File: config.mk
export PLATFORM = sky130hd
export DESIGN_NAME = rvc_cs_exec_unit_flat
export DESIGN_NICKNAME = d
export VERILOG_FILES = /design/src/rtl/rvc_cs_pkg.sv /design/src/rtl/rvc_cs_exec_unit_if.sv /design/src/rtl/rvc_cs_decode.sv /design/src/rtl/rvc_cs_exec_unit.sv /design/src/flat_wrapper.sv
export SDC_FILE = /design/constraint.sdc
export NUM_CORES = 1
export LEC_CHECK = 0
export ABC_AREA = 1
export CAP_MARGIN = 20
export CORE_ASPECT_RATIO = 2
export CORE_MARGIN = 2
export CORE_UTILIZATION = 50
export DETAILED_ROUTE_END_ITERATION = 6
export DONT_BUFFER_PORTS = 1
export GPL_TIMING_DRIVEN = 0
export PLACE_DENSITY = 0.68
export REMOVE_ABC_BUFFERS = 1
export SYNTH_ARGS = -nofsm -noshare
export SYNTH_HDL_FRONTEND = slang
export SYNTH_HIERARCHICAL = 1
export SYNTH_SLANG_ARGS = --single-unit
File: constraint.sdc
create_clock -name iCLK -period 1.6 [get_ports iCLK]
set_input_delay 0.16 -clock iCLK [delete_from_list [all_inputs] [get_ports iCLK]]
set_output_delay 0.16 -clock iCLK [all_outputs]
set_load 0.01 [all_outputs]
File: src/rtl/rvc_cs_pkg.sv
// Shared types and encodings for the RVC CS-format execution unit.
// RV64 encodings are enabled by the RVC_CS_RV64_EN macro.
package rvc_cs_pkg;

  typedef enum logic [1:0] {
    S_IDLE,
    S_EXEC,
    S_MEM
  } state_e;

  typedef enum logic [3:0] {
    D_AND,
    D_OR,
    D_XOR,
    D_SUB,
    D_SUBW,
    D_ADDW,
    D_SW,
    D_SD,
    D_ILL
  } dec_op_e;

  localparam logic [1:0] OP_C0 = 2'b00;
  localparam logic [1:0] OP_C1 = 2'b01;

  localparam logic [2:0] F3_SW = 3'b110;
  localparam logic [2:0] F3_SD = 3'b111;

  localparam logic [7:0] F8_AND  = 8'b1000_1111;
  localparam logic [7:0] F8_OR   = 8'b1000_1110;
  localparam logic [7:0] F8_XOR  = 8'b1000_1101;
  localparam logic [7:0] F8_SUB  = 8'b1000_1100;
  localparam logic [7:0] F8_SUBW = 8'b1001_1100;
  localparam logic [7:0] F8_ADDW = 8'b1001_1101;

  localparam logic [1:0] FLT_MISALIGN = 2'b01;
  localparam logic [1:0] FLT_TIMEOUT  = 2'b10;
  localparam logic [1:0] FLT_ILLEGAL  = 2'b11;

  function automatic logic is_alu(dec_op_e op);
    return op inside {D_AND, D_OR, D_XOR,
                      D_SUB, D_SUBW, D_ADDW};
  endfunction

  function automatic logic is_store(dec_op_e op);
    return op inside {D_SW, D_SD};
  endfunction

endpackage

File: src/rtl/rvc_cs_exec_unit_if.sv
// Instruction, write-back and store bus of the CS execution unit.
// Signal names follow the unit's port list (i = into unit).
interface rvc_cs_exec_unit_if #(
  parameter int XLEN   = 32,
  parameter int ADDR_W = 8
);
  logic              iVALID;
  logic              oREADY;
  logic [15:0]       iIR;
  logic [4:0]        oRS1;
  logic [4:0]        oRS2;
  logic [XLEN-1:0]   iRS1;
  logic [XLEN-1:0]   iRS2;
  logic [4:0]        oRD;
  logic              oWB_VALID;
  logic [XLEN-1:0]   oWB_DATA;
  logic              oMEM_REQ;
  logic              iMEM_ACK;
  logic [ADDR_W-1:0] oMEM_ADDR;
  logic [XLEN-1:0]   oMEM_DATA;
  logic [XLEN/8-1:0] oMEM_BE;
  logic              oDONE;
  logic              oFAULT;
  logic [1:0]        oFAULT_CODE;

  modport slave (
    input  iVALID, iIR, iRS1, iRS2, iMEM_ACK,
    output oREADY, oRS1, oRS2, oRD,
    output oWB_VALID, oWB_DATA,
    output oMEM_REQ, oMEM_ADDR, oMEM_DATA, oMEM_BE,
    output oDONE, oFAULT, oFAULT_CODE
  );

  modport master (
    output iVALID, iIR, iRS1, iRS2, iMEM_ACK,
    input  oREADY, oRS1, oRS2, oRD,
    input  oWB_VALID, oWB_DATA,
    input  oMEM_REQ, oMEM_ADDR, oMEM_DATA, oMEM_BE,
    input  oDONE, oFAULT, oFAULT_CODE
  );

endinterface

File: src/rtl/rvc_cs_decode.sv
// Combinational CS-format decode: op class, register indices, immediate.
// c.subw/c.addw/c.sd decode only when RVC_CS_RV64_EN is defined.
module rvc_cs_decode
  import rvc_cs_pkg::*;
(
  input  logic [15:0] ir,
  output dec_op_e     op,
  output logic [4:0]  rs1_idx,
  output logic [4:0]  rs2_idx,
  output logic [7:0]  imm
);

  logic [1:0] opc;
  logic [2:0] f3;
  logic [7:0] f8;

  assign opc = ir[1:0];
  assign f3  = ir[15:13];
  assign f8  = {ir[15:10], ir[6:5]};

  assign rs1_idx = {2'b01, ir[9:7]};
  assign rs2_idx = {2'b01, ir[4:2]};

  always_comb begin
    op  = D_ILL;
    imm = '0;
    unique case (1'b1)
      (opc == OP_C1 && f8 == F8_AND): op = D_AND;
      (opc == OP_C1 && f8 == F8_OR):  op = D_OR;
      (opc == OP_C1 && f8 == F8_XOR): op = D_XOR;
      (opc == OP_C1 && f8 == F8_SUB): op = D_SUB;
      (opc == OP_C0 && f3 == F3_SW): begin
        op  = D_SW;
        imm = {1'b0, ir[5], ir[12:10],
               ir[6], 2'b00};
      end
`ifdef RVC_CS_RV64_EN
      (opc == OP_C1 && f8 == F8_SUBW): op = D_SUBW;
      (opc == OP_C1 && f8 == F8_ADDW): op = D_ADDW;
      (opc == OP_C0 && f3 == F3_SD): begin
        op  = D_SD;
        imm = {ir[6:5], ir[12:10], 3'b000};
      end
`endif
      default: op = D_ILL;
    endcase
  end

endmodule

File: src/rtl/rvc_cs_exec_unit.sv
// Handshaked executor for RVC CS-format ALU ops and stores.
// Define RVC_CS_RV64_EN (with XLEN=64) for c.subw, c.addw and c.sd.
module rvc_cs_exec_unit
  import rvc_cs_pkg::*;
#(
  parameter int XLEN       = 32,
  parameter int ADDR_W     = 8,
  parameter int ADDR_SHIFT = 2,
  parameter int TIMEOUT    = 16
) (
  input logic iCLK,
  input logic iRST_N,
  rvc_cs_exec_unit_if.slave bus
);

  localparam int BW = XLEN / 8;
  localparam int CW = $clog2(TIMEOUT + 2);

  dec_op_e    op;
  logic [4:0] rs1_idx;
  logic [4:0] rs2_idx;
  logic [7:0] imm;

  rvc_cs_decode u_dec (
    .ir      (bus.iIR),
    .op      (op),
    .rs1_idx (rs1_idx),
    .rs2_idx (rs2_idx),
    .imm     (imm)
  );

  assign bus.oRS1 = rs1_idx;
  assign bus.oRS2 = rs2_idx;

  state_e state;
  state_e state_nx;

  logic accept;
  logic alu_op;
  logic st_op;
  logic tmo;

  logic [XLEN-1:0] a;
  logic [XLEN-1:0] b;
  logic [XLEN-1:0] alu;
  logic [XLEN-1:0] eff;
  logic [XLEN-1:0] st_data;
  logic [BW-1:0]   st_be;
  logic            mis;
  logic            unused_ok;

  logic              pend;
  logic [CW-1:0]     cnt;
  logic              wb_valid;
  logic [XLEN-1:0]   wb_data;
  logic [4:0]        rd;
  logic              mem_req;
  logic [ADDR_W-1:0] mem_addr;
  logic [XLEN-1:0]   mem_data;
  logic [BW-1:0]     mem_be;
  logic              done;
  logic              fault;
  logic [1:0]        fault_code;

  assign accept = bus.iVALID && (state == S_IDLE);
  assign alu_op = is_alu(op);
  assign st_op  = is_store(op);

  assign a   = bus.iRS1;
  assign b   = bus.iRS2;
  assign eff = a + XLEN'(imm);

  assign unused_ok = ^eff;

  // the watchdog fires on the TIMEOUT-th cycle spent in MEM
  assign tmo = (TIMEOUT != 0) &&
               (cnt == CW'(TIMEOUT - 1));

`ifdef RVC_CS_RV64_EN
  logic [31:0] w;
`endif

  always_comb begin
    alu = '0;
`ifdef RVC_CS_RV64_EN
    w   = '0;
`endif
    unique case (op)
      D_AND: alu = a & b;
      D_OR:  alu = a | b;
      D_XOR: alu = a ^ b;
      D_SUB: alu = a - b;
`ifdef RVC_CS_RV64_EN
      D_SUBW: begin
        w   = a[31:0] - b[31:0];
        alu = {{(XLEN-32){w[31]}}, w};
      end
      D_ADDW: begin
        w   = a[31:0] + b[31:0];
        alu = {{(XLEN-32){w[31]}}, w};
      end
`endif
      default: alu = '0;
    endcase
  end

  always_comb begin
    mis     = 1'b0;
    st_data = b;
    st_be   = '1;
    unique case (op)
      D_SW: begin
        mis = |eff[1:0];
`ifdef RVC_CS_RV64_EN
        // word store lands in one half of the doubleword lane
        st_data = {2{b[31:0]}};
        st_be   = eff[2] ? BW'(8'hF0)
                         : BW'(8'h0F);
`endif
      end
`ifdef RVC_CS_RV64_EN
      D_SD: mis = |eff[2:0];
`endif
      default: mis = 1'b0;
    endcase
  end

  always_ff @(posedge iCLK or negedge iRST_N) begin
    if (!iRST_N) state <= S_IDLE;
    else         state <= state_nx;
  end

  always_comb begin
    state_nx = state;
    unique case (state)
      S_IDLE: if (accept) state_nx = S_EXEC;
      S_EXEC: state_nx = pend ? S_MEM : S_IDLE;
      S_MEM: begin
        if (bus.iMEM_ACK || tmo)
          state_nx = S_IDLE;
      end
      default: state_nx = S_IDLE;
    endcase
  end

  always_ff @(posedge iCLK or negedge iRST_N) begin
    if (!iRST_N) begin
      pend       <= 1'b0;
      cnt        <= '0;
      wb_valid   <= 1'b0;
      wb_data    <= '0;
      rd         <= '0;
      mem_req    <= 1'b0;
      mem_addr   <= '0;
      mem_data   <= '0;
      mem_be     <= '0;
      done       <= 1'b0;
      fault      <= 1'b0;
      fault_code <= '0;
    end else begin
      wb_valid <= 1'b0;
      done     <= 1'b0;
      fault    <= 1'b0;
      unique case (state)
        S_IDLE: begin
          if (accept) begin
            pend <= 1'b0;
            unique case (1'b1)
              alu_op: begin
                wb_valid <= 1'b1;
                done     <= 1'b1;
                wb_data  <= alu;
                rd       <= rs1_idx;
              end
              (st_op && mis): begin
                fault      <= 1'b1;
                fault_code <= FLT_MISALIGN;
              end
              (st_op && !mis): begin
                pend     <= 1'b1;
                mem_addr <= eff[ADDR_SHIFT+ADDR_W-1:
                               ADDR_SHIFT];
                mem_data <= st_data;
                mem_be   <= st_be;
              end
              default: begin
                fault      <= 1'b1;
                fault_code <= FLT_ILLEGAL;
              end
            endcase
          end
        end
        S_EXEC: begin
          if (pend) begin
            mem_req <= 1'b1;
            cnt     <= '0;
          end
        end
        S_MEM: begin
          pend <= 1'b0;
          if (bus.iMEM_ACK) begin
            mem_req <= 1'b0;
            done    <= 1'b1;
          end else if (tmo) begin
            mem_req    <= 1'b0;
            fault      <= 1'b1;
            fault_code <= FLT_TIMEOUT;
          end else begin
            cnt <= cnt + 1'b1;
          end
        end
        default: pend <= 1'b0;
      endcase
    end
  end

  assign bus.oREADY      = (state == S_IDLE);
  assign bus.oWB_VALID   = wb_valid;
  assign bus.oWB_DATA    = wb_data;
  assign bus.oRD         = rd;
  assign bus.oMEM_REQ    = mem_req;
  assign bus.oMEM_ADDR   = mem_addr;
  assign bus.oMEM_DATA   = mem_data;
  assign bus.oMEM_BE     = mem_be;
  assign bus.oDONE       = done;
  assign bus.oFAULT      = fault;
  assign bus.oFAULT_CODE = fault_code;

endmodule

File: src/flat_wrapper.sv
// flat-port wrapper written by rule: the top's interface ports become plain ports
module rvc_cs_exec_unit_flat import rvc_cs_pkg::*;
#(
  parameter int XLEN       = 32,
  parameter int ADDR_W     = 8,
  parameter int ADDR_SHIFT = 2,
  parameter int TIMEOUT    = 16
)
  (iCLK, iRST_N, bus_iVALID, bus_iIR, bus_iRS1, bus_iRS2, bus_iMEM_ACK, bus_oREADY, bus_oRS1, bus_oRS2, bus_oRD, bus_oWB_VALID, bus_oWB_DATA, bus_oMEM_REQ, bus_oMEM_ADDR, bus_oMEM_DATA, bus_oMEM_BE, bus_oDONE, bus_oFAULT, bus_oFAULT_CODE);
  rvc_cs_exec_unit_if #(.XLEN(XLEN), .ADDR_W(ADDR_W)) bus_i ();
  input logic iCLK;
  input logic iRST_N;
  input wire logic [$bits(bus_i.iVALID)-1:0] bus_iVALID;
  input wire logic [$bits(bus_i.iIR)-1:0] bus_iIR;
  input wire logic [$bits(bus_i.iRS1)-1:0] bus_iRS1;
  input wire logic [$bits(bus_i.iRS2)-1:0] bus_iRS2;
  input wire logic [$bits(bus_i.iMEM_ACK)-1:0] bus_iMEM_ACK;
  output wire logic [$bits(bus_i.oREADY)-1:0] bus_oREADY;
  output wire logic [$bits(bus_i.oRS1)-1:0] bus_oRS1;
  output wire logic [$bits(bus_i.oRS2)-1:0] bus_oRS2;
  output wire logic [$bits(bus_i.oRD)-1:0] bus_oRD;
  output wire logic [$bits(bus_i.oWB_VALID)-1:0] bus_oWB_VALID;
  output wire logic [$bits(bus_i.oWB_DATA)-1:0] bus_oWB_DATA;
  output wire logic [$bits(bus_i.oMEM_REQ)-1:0] bus_oMEM_REQ;
  output wire logic [$bits(bus_i.oMEM_ADDR)-1:0] bus_oMEM_ADDR;
  output wire logic [$bits(bus_i.oMEM_DATA)-1:0] bus_oMEM_DATA;
  output wire logic [$bits(bus_i.oMEM_BE)-1:0] bus_oMEM_BE;
  output wire logic [$bits(bus_i.oDONE)-1:0] bus_oDONE;
  output wire logic [$bits(bus_i.oFAULT)-1:0] bus_oFAULT;
  output wire logic [$bits(bus_i.oFAULT_CODE)-1:0] bus_oFAULT_CODE;
  assign bus_i.iVALID = bus_iVALID;
  assign bus_i.iIR = bus_iIR;
  assign bus_i.iRS1 = bus_iRS1;
  assign bus_i.iRS2 = bus_iRS2;
  assign bus_i.iMEM_ACK = bus_iMEM_ACK;
  assign bus_oREADY = bus_i.oREADY;
  assign bus_oRS1 = bus_i.oRS1;
  assign bus_oRS2 = bus_i.oRS2;
  assign bus_oRD = bus_i.oRD;
  assign bus_oWB_VALID = bus_i.oWB_VALID;
  assign bus_oWB_DATA = bus_i.oWB_DATA;
  assign bus_oMEM_REQ = bus_i.oMEM_REQ;
  assign bus_oMEM_ADDR = bus_i.oMEM_ADDR;
  assign bus_oMEM_DATA = bus_i.oMEM_DATA;
  assign bus_oMEM_BE = bus_i.oMEM_BE;
  assign bus_oDONE = bus_i.oDONE;
  assign bus_oFAULT = bus_i.oFAULT;
  assign bus_oFAULT_CODE = bus_i.oFAULT_CODE;
  rvc_cs_exec_unit #(.XLEN(XLEN), .ADDR_W(ADDR_W), .ADDR_SHIFT(ADDR_SHIFT), .TIMEOUT(TIMEOUT)) u_core (.iCLK(iCLK), .iRST_N(iRST_N), .bus(bus_i));
endmodule
==> impl_metrics.csv <==
group,metric,value,unit
clocking,clock_path_buffers,2,
global_routing,antenna_found_initial,0,
setup_path,critPathMaxStageDelay,0.38,ns
setup_path,cp_slowest_cell,"dfrtp_1",
sta,setup_ws,0.0293,ns
job,max_cap_viol_count,0,
placement,io_buffers,0,
drt,wire_per_inst,17.7,microns
setup_path,crit_chain,"ha_2 > nand2_2 > nor2_2 > ha_2 > nor3_4 > inv_2 > nor2_2 > nor2_1 > nor3_1",
finish,fin_nets,1442,
placement,dp_hpwl,19200,microns
logic_synthesis,synth_edf_count,0,
setup_path,worstPathRequired,1.88,ns
logic_synthesis,syn_inst,1231,
finish,areaGrowthSynthToFinish,18.5,%
power_and_ir_drop,p_total,6.51,mW
clocking,root_buffer,"clkbuf_16",
finish,drive_gt1_share,17.0,%
sta,report.final.slew_viol_count,0,
sta,period_share,98.2,%
logic_synthesis,synth-seq-area-share,27.8,%
clocking,numCtsBuffers,9,
setup_path,critPathBufInv,1,
sta,final_hold_viol_count,92,
logic_synthesis,yosys_warnings,6,
drt,drc,0,
global_routing,grt_max_degree,93,
logic_synthesis,synth.area.top_cells,"dfrtp_1 (28%), nand2_1 (18%), ha_1 (16%)",
sta,setup_viol,0,
logic_synthesis,ys_async_sr_fraction,100,%
sta,hold-worst-slack,-0.510,ns
finish,instances_no_fill,1460,
global_routing,gr-total-overflow,0,
drt,routed_wl,25900,microns
drt,met2_length,15100,microns
placement,gp_congestion,0.947,
setup_path,crit_type,"reg -> reg",
placement,placed_cells,1400,
logic_synthesis,synth.distinct_cells,49,
power_and_ir_drop,power_density,664,mW/mm^2
setup_path,crit_family,"simple AND/OR/NAND/NOR gates",
drt,dr_wl_met3,895,microns
clocking,htreeDepth,3,
clocking,clock_sinks,92,
setup_path,worstSetupStartpointType,"flop",
logic_synthesis,syn_area,0.00827,sq mm
drt,highest_layer,"met4",
power_and_ir_drop,ir_drop,0.484,mV
floorplanning,fp.dieH,186,microns
floorplanning,dieArea,0.0177,sq mm
sta,fmax,637,MHz
clocking,cts_hold_buffers,12,
drt,ant_nets,0,
floorplanning,die_w,95.0,microns
finish,fillerInstances,1538,
logic_synthesis,yosys-top-cells-count,"nand2_1 (391), inv_1 (219), ha_1 (105)",
status,status,"finished, violations left",
global_routing,grt_pass1_wl,38300,microns
clocking,path_clk_slew,0.07,ns
drt,vias_per_cell,5.34,
power_and_ir_drop,p_leak,5.28,nW
drt,met1_length,8340,microns
global_routing,first_global_vias,7877,
floorplanning,initial_utilization,50.8,%
drt,first_iter_violations,268,
sta,skew,0.00623,ns
setup_path,worst_setup_path_end_kind,"flop",
clocking,clk_latency,0.36,ns
drt,vias,7796,
finish,final_util,60.3,%
logic_synthesis,ys_seq_elements,92,
floorplanning,core_region_area,0.0163,sq mm
setup_path,cp_data_arrival_time,1.85,ns
logic_synthesis,synth_ff_type,"dfrtp_1",
sta,rsz0062_at_grt,"yes",
clocking,cts_tree,"built",
logic_synthesis,synth_top_area_share,27.8,%
logic_synthesis,synth.avg_cell_area,6.72,sq um
global_routing,grt_usage,28.8,%
finish,diodes,0,
logic_synthesis,yosysTopAreaCell,"dfrtp_1",
drt,drtPass1Iterations,4,
logic_synthesis,synth_most_common_cell,"nand2_1",
setup_path,cp_max_fo,5,
placement,dp_slack,-1.49,ns
floorplanning,io_pins,182,
sta,period_needed,1.57,ns
floorplanning,rows,66,
status,violations,"negative hold slack",
min_path,hold_class,"in -> async",
==> per-layer routing <==
layer / track usage [%] / vias up
met2: 60.5 / 210
met1: 24.6 / 3639
met5: 0 / -
met3: 3.81 / 82
li1: - / 3865
met4: 15.1 / 0
==> metrics by stage <==
step	setup TNS [ns]	area [sq um]
floorplan	-39.96	8010
global placement	-103.38	8270
detailed placement	-92.05	8340
CTS	0	9080
global route	-0.753	9800
finish	0	9800
==> sequential cells by signal, indices dropped and copies added, names as in the netlist <==
signal	count
u_core/bus.oWB_VALID	1
u_core/bus.oDONE	1
u_core/bus.oMEM_DATA	32
u_core/bus.oFAULT	1
u_core/bus.oRD	5
u_core/bus.oMEM_ADDR	8
u_core/bus.oMEM_REQ	1
u_core/bus.oFAULT_CODE	2
u_core/bus.oWB_DATA	32
u_core/cnt	5
u_core/pend	1
u_core/state	2
u_core/bus.oMEM_BE	1
==> kinds of logic after synthesis <==
group | after synthesis | synth area share, %
AND/OR/NAND/NOR | 590 | 29.6
buffers and inverters | 270 | 13.7
flip-flops | 92 | 27.8
adder cells (fa/ha/maj) | 107 | 16.4
XOR/XNOR | 6 | 0.635
other | 2 | 0.0908
AO/OA/AOI/OAI | 164 | 11.8
==> layout make-up <==
cell class	count	area [sq um]	share of cell area, %
Multi-Input combinational cell	875	5510	56.2
Sequential cell	92	2300	23.5
Inverter	227	895	9.13
Timing Repair Buffer	46	485	4.95
Tap cell	204	255	2.60
Clock buffer	10	239	2.44
Clock inverter	6	116	1.19
==> report_power, final <==
part / internal [mW] / switching (mW) / leakage, nW
clock: 1.58 / 0.991 / 0.174
combinational: 0.538 / 0.958 / 3.85
sequential: 2.38 / 0.0553 / 1.26
total: 4.50 / 2.00 / 5.28
==> worst register-to-register path, cell delays in order (launching register included) <==
cell and delay [ns]:
dfrtp_1 0.38, ha_2 0.20, nand2_2 0.08, nor2_2 0.04, ha_2 0.20, nor3_4 0.23, inv_2 0.11, nor2_2 0.09
nor2_1 0.04, nor3_1 0.12
==> layout by cell type (no fill, tap or decap), types with 14 or more instances in the layout <==
cell / instances
dfrtp_1: 92
nor2_1: 54
buf_4: 24
nand2_1: 368
nand4_1: 15
a21oi_1: 41
ha_1: 81
ha_2: 14
nand2_2: 21
nand3_1: 47
nor2_4: 16
o21ai_0: 41
nor2_2: 22
o21ai_1: 20
inv_1: 208
==> timing repair <==
action	CTS	global route
gates resized for setup	36	157
pin swaps	8	21
endpoints found under the setup margin	86	84
buffers inserted	18	12
hold endpoints to repair	106	92
gates cloned	1	1
==> path summary, 6_finish.rpt <==
kind                                from                  endpoint  slack (ns)  depth (start not counted)
max                        u_core/cnt[0]             u_core/cnt[3]        0.03                          9
min                               iRST_N  u_core/bus.oMEM_DATA[18]       -0.51                          0
max reg2reg                u_core/cnt[0]             u_core/cnt[3]        0.03                          9
min reg2reg                u_core/cnt[4]             u_core/cnt[4]        0.53                          2
max in group asynchronous         iRST_N    u_core/bus.oWB_DATA[9]        1.99                          0
min in group iCLK           bus_iMEM_ACK       u_core/bus.oMEM_REQ        0.01                          2
Note: power is estimated with default switching activity, not from simulation.
